## config.mk

```make
export PLATFORM = sky130hd
export DESIGN_NAME = fetch_queue
export DESIGN_NICKNAME = d
export VERILOG_FILES = /design/src/rtl/fetch_queue.sv
export SDC_FILE = /design/constraint.sdc
export NUM_CORES = 1
export LEC_CHECK = 0
export CAP_MARGIN = 20
export CORE_MARGIN = 2
export CORE_UTILIZATION = 55
export CTS_CLUSTER_SIZE = 10
export DETAILED_ROUTE_END_ITERATION = 8
export HOLD_SLACK_MARGIN = 0.08
export PLACE_DENSITY = 0.8
export RECOVER_POWER = 100
export SLEW_MARGIN = 30
export SYNTH_ARGS = -nofsm -noshare
export SYNTH_HDL_FRONTEND = slang
export SYNTH_SLANG_ARGS = --single-unit
```

## constraint.sdc

```tcl
create_clock -name clk -period 3.6 [get_ports clk]
set_clock_uncertainty 0.05 [all_clocks]
set_input_delay 0.36 -clock clk [delete_from_list [all_inputs] [get_ports clk]]
set_output_delay 0.36 -clock clk [all_outputs]
set_load 0.005 [all_outputs]
```

## src/rtl/fetch_queue.sv

```systemverilog
// -----------------------------------------------------------------------------
// fetch_queue
//
// Instruction fetch unit with a small prefetch queue. A three-state FSM issues
// one instruction-memory read at a time, pushes each returned word (tagged
// with the address it was fetched from) into a circular buffer, and pulses the
// PC register's enable once per accepted word. A branch/redirect flushes the
// queue, pulses the PC enable so the PC register loads the branch target, and
// turns any in-flight read into a discarded "drain" read.
//
// Optional feature: define FETCH_QUEUE_BYPASS_EN to forward an acknowledged
// word straight to decode in the acknowledge cycle when the queue is empty and
// decode is ready. Without it, there is no combinational path from the memory
// response to the decode outputs (one cycle minimum latency).
//
// Parameters
//   ADDR_W   fetch address / PC width
//   INSTR_W  instruction word width
//   DEPTH    queue entries (power of two, >= 2)
//
// Ports
//   clk         clock, rising edge
//   rst         asynchronous reset, active low
//   pc          current PC register value
//   pcEn        PC register load enable (PC+4, or branch target when
//               branchFlag is high)
//   branchFlag  redirect / flush request
//   memReq      instruction memory read request
//   memAddr     instruction memory read address
//   memAck      one-cycle read acknowledge, memData valid in that cycle
//   memData     instruction memory read data
//   instrValid  queue head valid toward decode
//   instr       head instruction
//   instrPc     address of the head instruction
//   instrReady  decode accepts the head this cycle
// -----------------------------------------------------------------------------
module fetch_queue #(
  parameter int ADDR_W  = 24,
  parameter int INSTR_W = 32,
  parameter int DEPTH   = 4
) (
  input  logic               clk,
  input  logic               rst,
  input  logic [ADDR_W-1:0]  pc,
  output logic               pcEn,
  input  logic               branchFlag,
  output logic               memReq,
  output logic [ADDR_W-1:0]  memAddr,
  input  logic               memAck,
  input  logic [INSTR_W-1:0] memData,
  output logic               instrValid,
  output logic [INSTR_W-1:0] instr,
  output logic [ADDR_W-1:0]  instrPc,
  input  logic               instrReady
);

  localparam int PTR_W = (DEPTH > 1) ? $clog2(DEPTH) : 1;
  localparam int CNT_W = PTR_W + 1;

  typedef enum logic [1:0] {
    IDLE  = 2'd0,
    WAIT  = 2'd1,
    DRAIN = 2'd2
  } state_t;

  state_t             state;
  state_t             state_nxt;

  // Goes high on the first rising edge after reset release; keeps the first
  // request from being presented before that edge.
  logic               live;
  logic [ADDR_W-1:0]  pc_lat;

  logic [PTR_W-1:0]   rd_ptr;
  logic [PTR_W-1:0]   wr_ptr;
  logic [CNT_W-1:0]   count;
  logic [INSTR_W-1:0] data_mem [DEPTH];
  logic [ADDR_W-1:0]  pc_mem   [DEPTH];

  logic               full;
  logic               empty;
  logic               issue;
  logic               accept;
  logic               push;
  logic               pop;
  logic               req_c;
  logic               pc_en_c;

  assign full  = (count == CNT_W'(DEPTH));
  assign empty = (count == '0);

  // ---------------------------------------------------------------------------
  // FSM: state register
  // ---------------------------------------------------------------------------
  always_ff @(posedge clk or negedge rst) begin
    if (!rst) begin
      state <= IDLE;
      live  <= 1'b0;
    end else begin
      state <= state_nxt;
      live  <= 1'b1;
    end
  end

  // ---------------------------------------------------------------------------
  // FSM: next state and request/enable outputs
  // ---------------------------------------------------------------------------
  always_comb begin
    state_nxt = state;
    req_c     = 1'b0;
    pc_en_c   = 1'b0;
    issue     = 1'b0;
    accept    = 1'b0;
    case (state)
      IDLE: begin
        if (branchFlag) begin
          pc_en_c = 1'b1;
        end else if (live && !full) begin
          // The slot for this word is reserved now: count can only fall
          // while the read is outstanding, so the later push cannot overflow.
          req_c     = 1'b1;
          issue     = 1'b1;
          state_nxt = WAIT;
        end
      end
      WAIT: begin
        req_c = 1'b1;
        if (branchFlag) begin
          pc_en_c   = 1'b1;
          state_nxt = memAck ? IDLE : DRAIN;
        end else if (memAck) begin
          pc_en_c   = 1'b1;
          accept    = 1'b1;
          state_nxt = IDLE;
        end
      end
      DRAIN: begin
        // The stale read is still outstanding; keep requesting until it
        // completes, even across further redirects, so only one read is
        // ever in flight and its data is never mistaken for a new fetch.
        req_c = 1'b1;
        if (branchFlag) begin
          pc_en_c = 1'b1;
        end
        if (memAck) begin
          state_nxt = IDLE;
        end
      end
      default: begin
        state_nxt = IDLE;
      end
    endcase
  end

  // State is already IDLE during reset and live is low, so memReq is quiet;
  // pcEn needs the explicit gate because branchFlag may toggle in reset.
  assign memReq  = req_c;
  assign pcEn    = pc_en_c & rst;
  assign memAddr = !req_c ? '0 : ((state == IDLE) ? pc : pc_lat);

  // ---------------------------------------------------------------------------
  // Latched fetch address
  // ---------------------------------------------------------------------------
  always_ff @(posedge clk or negedge rst) begin
    if (!rst) begin
      pc_lat <= '0;
    end else if (issue) begin
      pc_lat <= pc;
    end
  end

  // ---------------------------------------------------------------------------
  // Decode-side outputs and push/pop qualification
  // ---------------------------------------------------------------------------
`ifdef FETCH_QUEUE_BYPASS_EN
  logic bypass;

  assign bypass     = accept && empty && instrReady;
  assign push       = accept && !bypass;
  assign pop        = !empty && instrReady;
  assign instrValid = !empty || bypass;
  assign instr      = bypass ? memData :
                      (empty ? '0 : data_mem[rd_ptr]);
  assign instrPc    = bypass ? pc_lat :
                      (empty ? '0 : pc_mem[rd_ptr]);
`else
  assign push       = accept;
  assign pop        = !empty && instrReady;
  assign instrValid = !empty;
  assign instr      = empty ? '0 : data_mem[rd_ptr];
  assign instrPc    = empty ? '0 : pc_mem[rd_ptr];
`endif

  // ---------------------------------------------------------------------------
  // Queue control: pointers wrap naturally at PTR_W bits (DEPTH is 2^PTR_W)
  // ---------------------------------------------------------------------------
  always_ff @(posedge clk or negedge rst) begin
    if (!rst) begin
      rd_ptr <= '0;
      wr_ptr <= '0;
      count  <= '0;
    end else if (branchFlag) begin
      rd_ptr <= '0;
      wr_ptr <= '0;
      count  <= '0;
    end else begin
      if (push) begin
        wr_ptr <= wr_ptr + 1'b1;
      end
      if (pop) begin
        rd_ptr <= rd_ptr + 1'b1;
      end
      case ({push, pop})
        2'b10:   count <= count + 1'b1;
        2'b01:   count <= count - 1'b1;
        default: count <= count;
      endcase
    end
  end

  // ---------------------------------------------------------------------------
  // Queue storage: data only, never reset (outputs are masked when empty)
  // ---------------------------------------------------------------------------
  always_ff @(posedge clk) begin
    if (push) begin
      data_mem[wr_ptr] <= memData;
      pc_mem[wr_ptr]   <= pc_lat;
    end
  end

endmodule

```

Yosys cells after proc, flatten, opt, wreduce, memory -nomap -nowiden
Memory sizes are Yosys's and may differ from the RTL's.
Cells that the tools add are included.
{"block": "classes", "addsub": 4, "n_eq_ne": 7, "muxes": 28, "bitwise": 1, "n_reduce_logical": 12}
{"operator": "24-bit two-way mux", "n": 3}
{"operator": "32-bit two-way mux", "n": 1}
{"operator": "2-bit two-way mux", "n": 9}
{"operator": "1-bit two-way mux", "n": 10}
{"operator": "2-bit one-hot mux with 3 select lines", "n": 1}
{"operator": "3-bit one-hot mux with 2 select lines", "n": 1}
{"operator": "2-bit by 1-bit adder with 2-bit output (second input constant)", "n": 2}
{"operator": "2-bit by 1-bit equality test with 1-bit output (second input constant)", "n": 2}
{"operator": "2-bit equality test (second input constant)", "n": 2}
{"operator": "2-bit inequality test (second input constant)", "n": 2}
{"operator": "1-bit one-hot mux with 2 select lines", "n": 2}
{"operator": "2-bit nonzero test", "n": 2}
{"operator": "2-bit OR reduction", "n": 2}
{"operator": "3-bit by 1-bit adder with 3-bit output (second input constant)", "n": 1}
{"operator": "3-bit equality test (second input constant)", "n": 1}
{"operator": "3-bit logical NOT", "n": 1}
{"operator": "3-bit two-way mux", "n": 1}
{"operator": "3-bit nonzero test", "n": 1}
{"operator": "3-bit by 1-bit subtractor with 3-bit output (second input constant)", "n": 1}
{"operator": "1-bit logical AND", "n": 2}
{"operator": "1-bit logical NOT", "n": 2}
{"operator": "2-bit logical NOT", "n": 1}
{"operator": "2-bit AND reduction", "n": 1}
{"operator": "1-bit bitwise AND", "n": 1}
{"block": "totals", "regBits": 34, "ramBits": 224, "in_bits": 61, "out_inout_bits": 83, "elab_cells": 60, "n_memories": 2}
{"memory": "data_mem", "depth": 4, "width": 32, "read_ports": 1, "rd_clocked_by_memory_dff": 0, "wr": 1, "line_no": "77", "source": "logic [INSTR_W-1:0] data_mem [DEPTH];"}
{"memory": "pc_mem", "depth": 4, "width": 24, "read_ports": 1, "rd_clocked_by_memory_dff": 0, "wr": 1, "line_no": "78", "source": "logic [ADDR_W-1:0] pc_mem [DEPTH];"}

Longest topological paths before layout
Gate-level depths: netlist of the first run.
{"block": "depth", "depth_word": 7, "ltp_mapped": 9, "mapped_depth_nobuf": 9}

Least setup slack after synthesis of the first run
No wires, ideal clock.
{"block": "synth_path", "kind": "reg2reg", "startpoint": "reg state[1]", "endpoint": "mem data_mem[1][0] (enable)", "setup_time_ps": 420, "arrival_time_ps": 2331, "slack_ps": 799, "path_stages_with_launch": 5, "synth_period_minus_slack_ps": 2801, "cell_sequence": "dfrtp_1 inv_1 ha_1 nor2b_1 and3_1"}
{"block": "synth_between", "elab_chain_cells": 4}
{"item": "start: declaration", "line_no": "66", "source": "state_t state;"}
{"item": "start signal: assignment", "line_no": "100", "source": "state <= state_nxt;"}
{"item": "2-bit by 1-bit equality test with 1-bit output", "line_no": "114", "source": "case (state)"}
{"item": "1-bit two-way mux", "line_no": "114"}
{"item": "1-bit two-way mux", "line_no": "225", "source": "if (push) begin"}
{"item": "1-bit two-way mux (implied by the code)", "line_no": "226", "source": "data_mem[wr_ptr] <= memData;"}
{"item": "end: declaration", "line_no": "77"}
Every way passes these cells.

Worst setup path in the final report of the first run
{"block": "layout_path", "startpoint": "reg rd_ptr[0]", "endpoint": "out instrPc[17]"}
{"block": "layout_between", "elab_chain_cells": 2}
{"item": "start: declaration", "line_no": "74", "source": "logic [PTR_W-1:0] rd_ptr;"}
{"item": "start signal: assignment", "line_no": "211", "source": "rd_ptr <= rd_ptr + 1'b1;"}
{"item": "memory read 4 x 24 bit"}
{"item": "24-bit two-way mux", "line_no": "191", "source": "assign instrPc = empty ? '0 : pc_mem[rd_ptr];"}
{"item": "end: declaration", "line_no": "53", "source": "output logic [ADDR_W-1:0] instrPc,"}
Every way passes these cells.

==> results of run 1 <==
[synthesized netlist by cell type, types with 8 or more instances]
master                     number  area share (%)
sky130_fd_sc_hd__edfxtp_1     224              63
sky130_fd_sc_hd__nand2_1       97             3.4
sky130_fd_sc_hd__and2_1        57             3.4
sky130_fd_sc_hd__mux4_2        56              12
sky130_fd_sc_hd__dfrtp_1       34             8.0
sky130_fd_sc_hd__a21oi_1       27             1.3
sky130_fd_sc_hd__mux2_2        24             2.5
sky130_fd_sc_hd__clkbuf_1      16            0.57
sky130_fd_sc_hd__buf_2         11            0.52
sky130_fd_sc_hd__nor2_1         9            0.32
sky130_fd_sc_hd__ha_1           8            0.94
[power by group]
group	internal, mW	switching [mW]	leakage (nW)	total, mW
logic	1.71	1.26	1.69	2.97
clock network	1.50	1.03	0.386	2.53
registers	3.66	0.334	2.46	4.00
[metal layers]
metal  wire, um  vias up  global-route usage [%]  share of wire, %
li1           -     2653                       -                 -
met1       9170     3003                    29.6                44
met2      10200      196                    35.0                49
met3       1130       44                    2.75               5.4
met4        481        0                    6.25               2.3
met5          0        -                       0                 0
[per-stage QoR]
stage / total power [mW] / worst slack (ns)
after floorplan: 5.65 / 0.799
after global routing: 10.0 / 0.00900
after CTS: 9.69 / 0.189
after global placement: 7.04 / 0.826
final: 9.50 / 0.196
after detailed placement: 7.13 / 0.734
[tightest hold or removal path, stage by stage]
cell and delay (ns):
sky130_fd_sc_hd__dlygate4sd3_1 0.52, sky130_fd_sc_hd__buf_2 0.09, sky130_fd_sc_hd__buf_4 0.41
[timing repair]
| item | 4_1_cts | 5_1_grt |
|---|---|---|
| endpoints found under the hold margin | 34 | 0 |
| endpoints found under the setup margin | 0 | 0 |
| hold buffers | 1 | 0 |
| resized for setup | 0 | 0 |
[cell families after synthesis]
family | Yosys count
DFF | 258
and+or+nand+nor | 185
muxes | 80
buffers and inverters | 44
AOI/OAI and AO/OA | 40
adders and majority gates | 9
xor gates and xnor gates | 5
other | 1
[area by class of cell]
type / count / area [um^2] / area share (%)
inverter: 7 / 26.3 / 0.200
sequential: 258 / 7580 / 57.8
clock buffer: 53 / 816 / 6.22
tap: 260 / 325 / 2.48
timing repair buffer: 158 / 1550 / 11.8
multi-input combinational: 320 / 2810 / 21.5
[layout by cell type, fill, tap and decap left out, drive strengths merged, types with 2 or more instances in the layout]
cell type	instances
mux2	24
ha	8
and2	57
inv	7
a21oi	27
dlygate4sd3	51
and3	4
xnor2	2
nand3	2
buf	9
xor2	3
clkbuf	59
clkdlybuf4s50	92
nor2	9
o21ai	7
mux4	56
nand2	102
edfxtp	224
nand4	2
a221oi	2
a31oi	2
dfrtp	34
nand2b	2
nor3	2
[final timing paths]
| check | to | slack [ns] | depth (start not counted) |
|---|---|---|---|
| hold / removal | pc_lat[4]$_DFFE_PN0P_ | 0.38 | 3 |
| max in group asynchronous | rd_ptr[0]$_DFFE_PN0P_ | 2.75 | 3 |
| setup / recovery | instrPc[17] | 0.20 | 4 |
| hold reg to reg | count[2]$_DFFE_PN0P_ | 0.49 | 1 |
| min in group clk | pc_lat[23]$_DFFE_PN0P_ | 0.39 | 3 |
| setup reg to reg | data_mem[1][4]$_DFFE_PP_ | 0.44 | 5 |
[registers in the layout (all words and copies together), names as in the netlist]
name      cells
count         3
data_mem    128
live          1
pc_lat       24
pc_mem       96
rd_ptr        2
state         2
wr_ptr        2
==> parameters.txt, run 1 <==
Parameter                              Value

Run status
  Result of the run    completed

Final layout
  Antenna diode count    0
  Final core utilization    69.6%
  # nets final    844
  Number of cells in the finished layout apart from fillers    1056
  Post-route design area    0.0131 mm^2
  Share of layout cells above drive strength 1    16.6%
  Syn-to-layout area delta    23.4%
  Count of fill cells added during filler insertion    1220

Detailed routing
  DRC Markers    0
  Average wire per standard cell    19.9 um
  DRT iter0 DRCs    402
  Antenna-violating nets left    0
  TritonRoute pass-1 iters    4
  Total detailed-routing wirelength    21000 um
  Number of vias per cell    5.58
  Number of vias after detailed routing    5896

Setup path
  Type of the worst setup path    reg2out
  Setup crit end kind    output port
  Start point of the critical path    rd_ptr[0]$_DFFE_PN0P_
  Data arrival time at the worst-slack endpoint    2.99 ns
  Family of cells with the greatest summed delay on the critical path    buffers and inverters
  Critical-path top delay cell    sky130_fd_sc_hd__dfrtp_4
  List of cells traversed by the critical path    clkbuf_4 > mux4_2 > and2_1 > dlygate4sd3_1
  Number of buffers and inverters on the critical path    2
  Largest fanout on the critical path    23
  Max incr delay on CP    0.73 ns
  Startpoint of the worst register-to-register path    state[1]$_DFFE_PN0P_
  Required time of the critical path    3.19 ns
  Crit path launch type    flop

STA
  Number of failing hold endpoints at the final stage    0
  Final critical delay including setup and external delays    3.40 ns
  Final setup violation count    0
  Post-route fraction of the period consumed by the critical path    94.6%
  RSZ-0062 raised after global routing    no
  Setup TNS    0 ns
  Maximum clock frequency    294 MHz
  Transition time at the pin with the least slew margin    0.983 ns
  Tightest hold margin    0.378 ns
  Max-Slew Margin vs Limit    34.5%
  Max-slew violation total from the final report    0

Synth
  Most used flip-flop cell after synthesis    sky130_fd_sc_hd__edfxtp_1
  Dominant combinational cell family by area after synthesis    multiplexers
  Number of standard cells after synthesis    622
  Sequential area share after synthesis    71.3%
  Xor/xnor share of the synthesized area    0.412%
  Seq cells post-synth    258
  Number of synthesized flops with an enable pin    224
  Post-Synth Adder-Cell Area    1.13%
  Complex-gate fraction of the synthesized area    2.04%
  Mux cell area share after synthesis    14.4%
  Synthesized area per cell    17.1 um^2
  Post-Synthesis Net Count    692
  Fraction of the mapped netlist area in simple logic gates    8.43%
  Post-synthesis instance area    0.0106 mm^2
  Synth async-reset ratio    13.2%
  Number of distinct library cells after synthesis    37
  Number of synthesis warnings    0

Place
  Placer Congestion    0.805
  Placed cell area    0.0124 mm^2
  Total half-perimeter wirelength after legalization and detailed placement    13000 um
  # port buffers    143
  Inst Count DP    1002

Clock network
  Level count of the clock H-tree    1
  Max clock buf depth    3
  TritonCTS buffer count    29
  Post-CTS Setup Bufs    0
  Clock tree root driver cell    sky130_fd_sc_hd__clkbuf_16
  Clock-pin slew on the worst setup and hold paths    0.05 ns
  Latest clock arrival within the worst-skew pair    0.51 ns
  Clock tree from TritonCTS    built
  Num Clock Sinks    258

GRT
  First-pass GRT wire length    33000 um
  Largest net degree at the start of global routing    45
  Initial antenna violation count    0
  Number of global-route vias before repair    6196
  Global-route congestion overflow total    0
  Global Route Usage Sum    21.0%

Power
  Leakage dissipation    4.54 nW
  Worst ir drop on vdd    0.559 mV
  Cell area power density    725 mW/mm^2

Floorplan
  Die Footprint    0.0204 mm^2
  Core box area    0.0188 mm^2
  Vertical extent of the die    143 um
  Standard-cell row count    50
  Number of primary I/O pins    144
  Die X-Extent    143 um
  Starting density of the core    56.4%

Flow run
  Max-capacitance violation count    0

Worst hold path
  Tightest Hold Check Type    in2async
Power figures use the tool's default switching activity.
==> inputs of run 2 (changes only) <==
- ABC_AREA: unset -> 1
==> run 2 against run 1 <==
The run now ends with capacitance limit, slew limit left; sequential power rose by 1%; clock power increased by 2%; first-iteration DRC count increased by 66%; fmax grew 0.64%; hold slack worse by 0.018 ns; utilization decreased by 0.50 points; critical path depth is 1 higher; setup slack improved by 0.022 ns; register-to-register slack got worse by 0.06 ns; clock-buffer cell count is the same; critical endpoint is now instr[16]; highest routed layer unchanged.
==> parameters.txt, run 2 <==
Parameter                              Value

Synth
  Ranking of synthesized cells by instance count    sky130_fd_sc_hd__nor2_1 (233), sky130_fd_sc_hd__edfxtp_1 (224), sky130_fd_sc_hd__o21ai_0 (130)
  Synth async-reset ratio    13.2% (unchanged)
  Number of standard cells after synthesis    940 (+51%)
  Share of the synthesized area in the top cell type    63.0% (-0.27 points)
  Biggest area contributors in the synthesized netlist    sky130_fd_sc_hd__edfxtp_1 (63%), sky130_fd_sc_hd__nor2_1 (8.2%), sky130_fd_sc_hd__dfrtp_1 (8.0%)
  Post-Synthesis Net Count    1010 (+46%)
  Post-synthesis instance area    0.0107 mm^2 (+0.42%)
  Number of distinct library cells after synthesis    26 (-30%)
  Sequential area share after synthesis    71.0% (-0.30 points)
  Cell with the most instances after synthesis    sky130_fd_sc_hd__nor2_1
  Most used flip-flop cell after synthesis    sky130_fd_sc_hd__edfxtp_1
  Synthesized area per cell    11.4 um^2 (-34%)
  Leading area contributor after synthesis    sky130_fd_sc_hd__edfxtp_1
  Number of synthesized flops with an enable pin    224 (unchanged)
  Seq cells post-synth    258 (unchanged)
  Number of synthesis warnings    0 (unchanged)

STA
  Post-route fraction of the period consumed by the critical path    94.0% (-0.60 points)
  Final Worst Setup Slack    0.217 ns (+0.0218 ns)
  Number of failing hold endpoints at the final stage    0 (unchanged)
  Tightest hold margin    0.360 ns (-0.0180 ns)
  Final critical delay including setup and external delays    3.38 ns (-0.0218 ns)
  RSZ-0062 raised after global routing    no
  Max-slew violation total from the final report    198 (+198)
  Transition time at the pin with the least slew margin    1.77 ns (+0.791 ns)
  Maximum clock frequency    296 MHz (+0.64%)
  Final setup violation count    0 (unchanged)
  Setup TNS    0 ns (unchanged)
  Max-Slew Margin vs Limit    -18.3% (-53 points)

Floorplan
  Die Footprint    0.0205 mm^2 (+0.41%)
  Core box area    0.0189 mm^2 (+0.33%)
  Number of primary I/O pins    144 (unchanged)
  Standard-cell row count    50 (unchanged)
  Vertical extent of the die    143 um (+0.21%)
  Starting density of the core    56.5% (about the same)
  Die X-Extent    143 um (+0.21%)

GRT
  Number of global-route vias before repair    6903 (+11%)
  Largest net degree at the start of global routing    58 (+29%)
  Global-route congestion overflow total    0 (unchanged)
  Global Route Usage Sum    22.2% (+1.1 points)
  Initial antenna violation count    0 (unchanged)
  First-pass GRT wire length    35300 um (+7.1%)

Flow run
  Max-capacitance violation count    4 (+4)

Detailed routing
  Number of vias per cell    5.33 (-4.6%)
  Antenna-violating nets left    0 (unchanged)
  DRC Markers    0 (unchanged)
  Average wire per standard cell    16.9 um (-15%)
  DRT iter0 DRCs    667 (+66%)
  Total detailed-routing wirelength    22900 um (+8.9%)
  TritonRoute pass-1 iters    5 (+1)
  Number of vias after detailed routing    7234 (+23%)

Setup path
  Type of the worst setup path    reg2out
  Start point of the critical path    rd_ptr[0]$_DFFE_PN0P_
  End of the worst register-to-register path    data_mem[3][31]$_DFFE_PP_
  Startpoint of the worst register-to-register path    state[1]$_DFFE_PN0P_
  Critical-path top delay cell    sky130_fd_sc_hd__dfrtp_4
  List of cells traversed by the critical path    clkinvlp_2 > buf_4 > o21ai_0 > a21oi_1 > dlygate4sd3_1
  Setup crit end kind    output port
  Crit path launch type    flop
  Largest fanout on the critical path    56 (+140%)
  CP Capture Point    instr[16]
  Worst reg-to-reg setup slack    0.38 ns (-0.06 ns)
  Data arrival time at the worst-slack endpoint    2.97 ns (-0.02 ns)
  Worst R2R Path Depth    5 (unchanged)
  Required time of the critical path    3.19 ns (about the same)
  Max incr delay on CP    0.78 ns (+0.05 ns)

Clock network
  Clock tree root driver cell    sky130_fd_sc_hd__clkbuf_16
  Clock-pin slew on the worst setup and hold paths    0.06 ns (about the same)
  Clock tree from TritonCTS    built
  Num Clock Sinks    258 (unchanged)
  Level count of the clock H-tree    1 (unchanged)
  Latest clock arrival within the worst-skew pair    0.54 ns (+0.03 ns)
  Max clock buf depth    3 (unchanged)
  TritonCTS buffer count    29 (unchanged)

Place
  Worst slack, placed    0.853 ns (+0.119 ns)
  Inst Count DP    1303 (+30%)
  # port buffers    143 (unchanged)
  Total half-perimeter wirelength after legalization and detailed placement    13300 um (+2.6%)
  Placed cell area    0.0123 mm^2 (-0.39%)
  Placer Congestion    0.804 (about the same)

Final layout
  Syn-to-layout area delta    22.4%
  Most frequent cells in the layout    sky130_fd_sc_hd__nor2_1 (230), sky130_fd_sc_hd__edfxtp_1 (224), sky130_fd_sc_hd__o21ai_0 (134)
  Number of cells in the finished layout apart from fillers    1358 (+29%)
  Commonest non-fill, non-tap cell in the layout    sky130_fd_sc_hd__nor2_1
  Register ranked first by flip-flop count    data_mem
  Post-route design area    0.0131 mm^2 (-0.39%)
  Antenna diode count    0 (unchanged)
  Final core utilization    69.1% (-0.50 points)
  Share of layout cells above drive strength 1    5.10% (-11 points)
  Registers with the most flip-flops    data_mem x128, pc_mem x96, pc_lat x24
  # nets final    1145 (+36%)
  Max FFs per register    128 (unchanged)

Run status
  Result of the run    finished with violations
  Violated checks    capacitance limit, slew limit

Worst hold path
  Tightest Hold Check Type    in2reg
  Number of instances on the worst hold path    3

Power
  Worst ir drop on vdd    0.542 mV (-3.1%)
  Cell area power density    704 mW/mm^2 (-2.9%)
  Leakage dissipation    4.89 nW (+7.8%)
  Total chip power    9.19 mW (-3.3%)
## run 2: cell types whose count changed in the layout (fill, tap and decap cells not counted), moves of 42 or more
| cell | previous run | this run |
|---|---|---|
| sky130_fd_sc_hd__a21oi_1 | 27 | 86 |
| sky130_fd_sc_hd__dlygate4sd3_1 | 51 | 93 |
| sky130_fd_sc_hd__nor2_1 | 9 | 230 |
| sky130_fd_sc_hd__mux4_2 | 56 | 0 |
| sky130_fd_sc_hd__clkdlybuf4s50_1 | 92 | 50 |
| sky130_fd_sc_hd__o21ai_0 | 7 | 134 |
## run 2: what timing repair did
item / in CTS / in global routing
buffers inserted: 0 / 0
hold buffers: 1 / 0
gates resized for setup: 0 / 0
hold endpoints to repair: 34 / 0
## run 2: layout make-up
type | count | area (um^2)
Sequential cell | 258 | 7580
Fill cell | 1373 | 5830
Multi-Input combinational cell | 580 | 2610
Timing Repair Buffer | 159 | 1550
Clock buffer | 53 | 816
Tap cell | 260 | 325
Inverter | 47 | 179
Clock inverter | 1 | 8.76
## run 2: power breakdown
| part | internal, mW | total, mW | switching, mW |
|---|---|---|---|
| logic | 1.12 | 2.57 | 1.45 |
| registers | 3.70 | 4.04 | 0.346 |
| clock network | 1.51 | 2.57 | 1.06 |
## run 2: worst min path at each step
stage | startpoint | end | slack [ns]
global placement | rst | pc_lat[8]$_DFFE_PN0P_ | 0.43
global route | pc[10] | pc_lat[10]$_DFFE_PN0P_ | 0.37
CTS | pc[1] | pc_lat[1]$_DFFE_PN0P_ | 0.34
floorplan | rst | count[0]$_DFFE_PN0P_ | 0.01
finish | pc[23] | pc_lat[23]$_DFFE_PN0P_ | 0.36
detailed placement | rst | pc_lat[8]$_DFFE_PN0P_ | 0.43
## run 2: logic make-up after synthesis
kind of cell | share of synthesized area [%]
buffers and inverters | 4.60
DFF | 71.0
xor gates and xnor gates | 0.0821
and+or+nand+nor | 12.4
AOI/OAI and AO/OA | 10.8
adders and majority gates | 1.13
other | 0.0351
## run 2: worst max-delay path, delay by kind of cell, from the launching register on
kind / cells / cell delay (ns)
AOI/OAI and AO/OA: 2 / 0.36
buffers and inverters: 3 / 1.25
DFF: 1 / 0.78
## run 2: layer usage
layer  global-route usage, %  vias up  routed length [um]
li1                        -     3492                   -
met4                    5.62        0                 365
met3                    3.39       30                1550
met2                    38.5      257               11200
met1                    29.6     3455                9830
met5                       0        -                   0
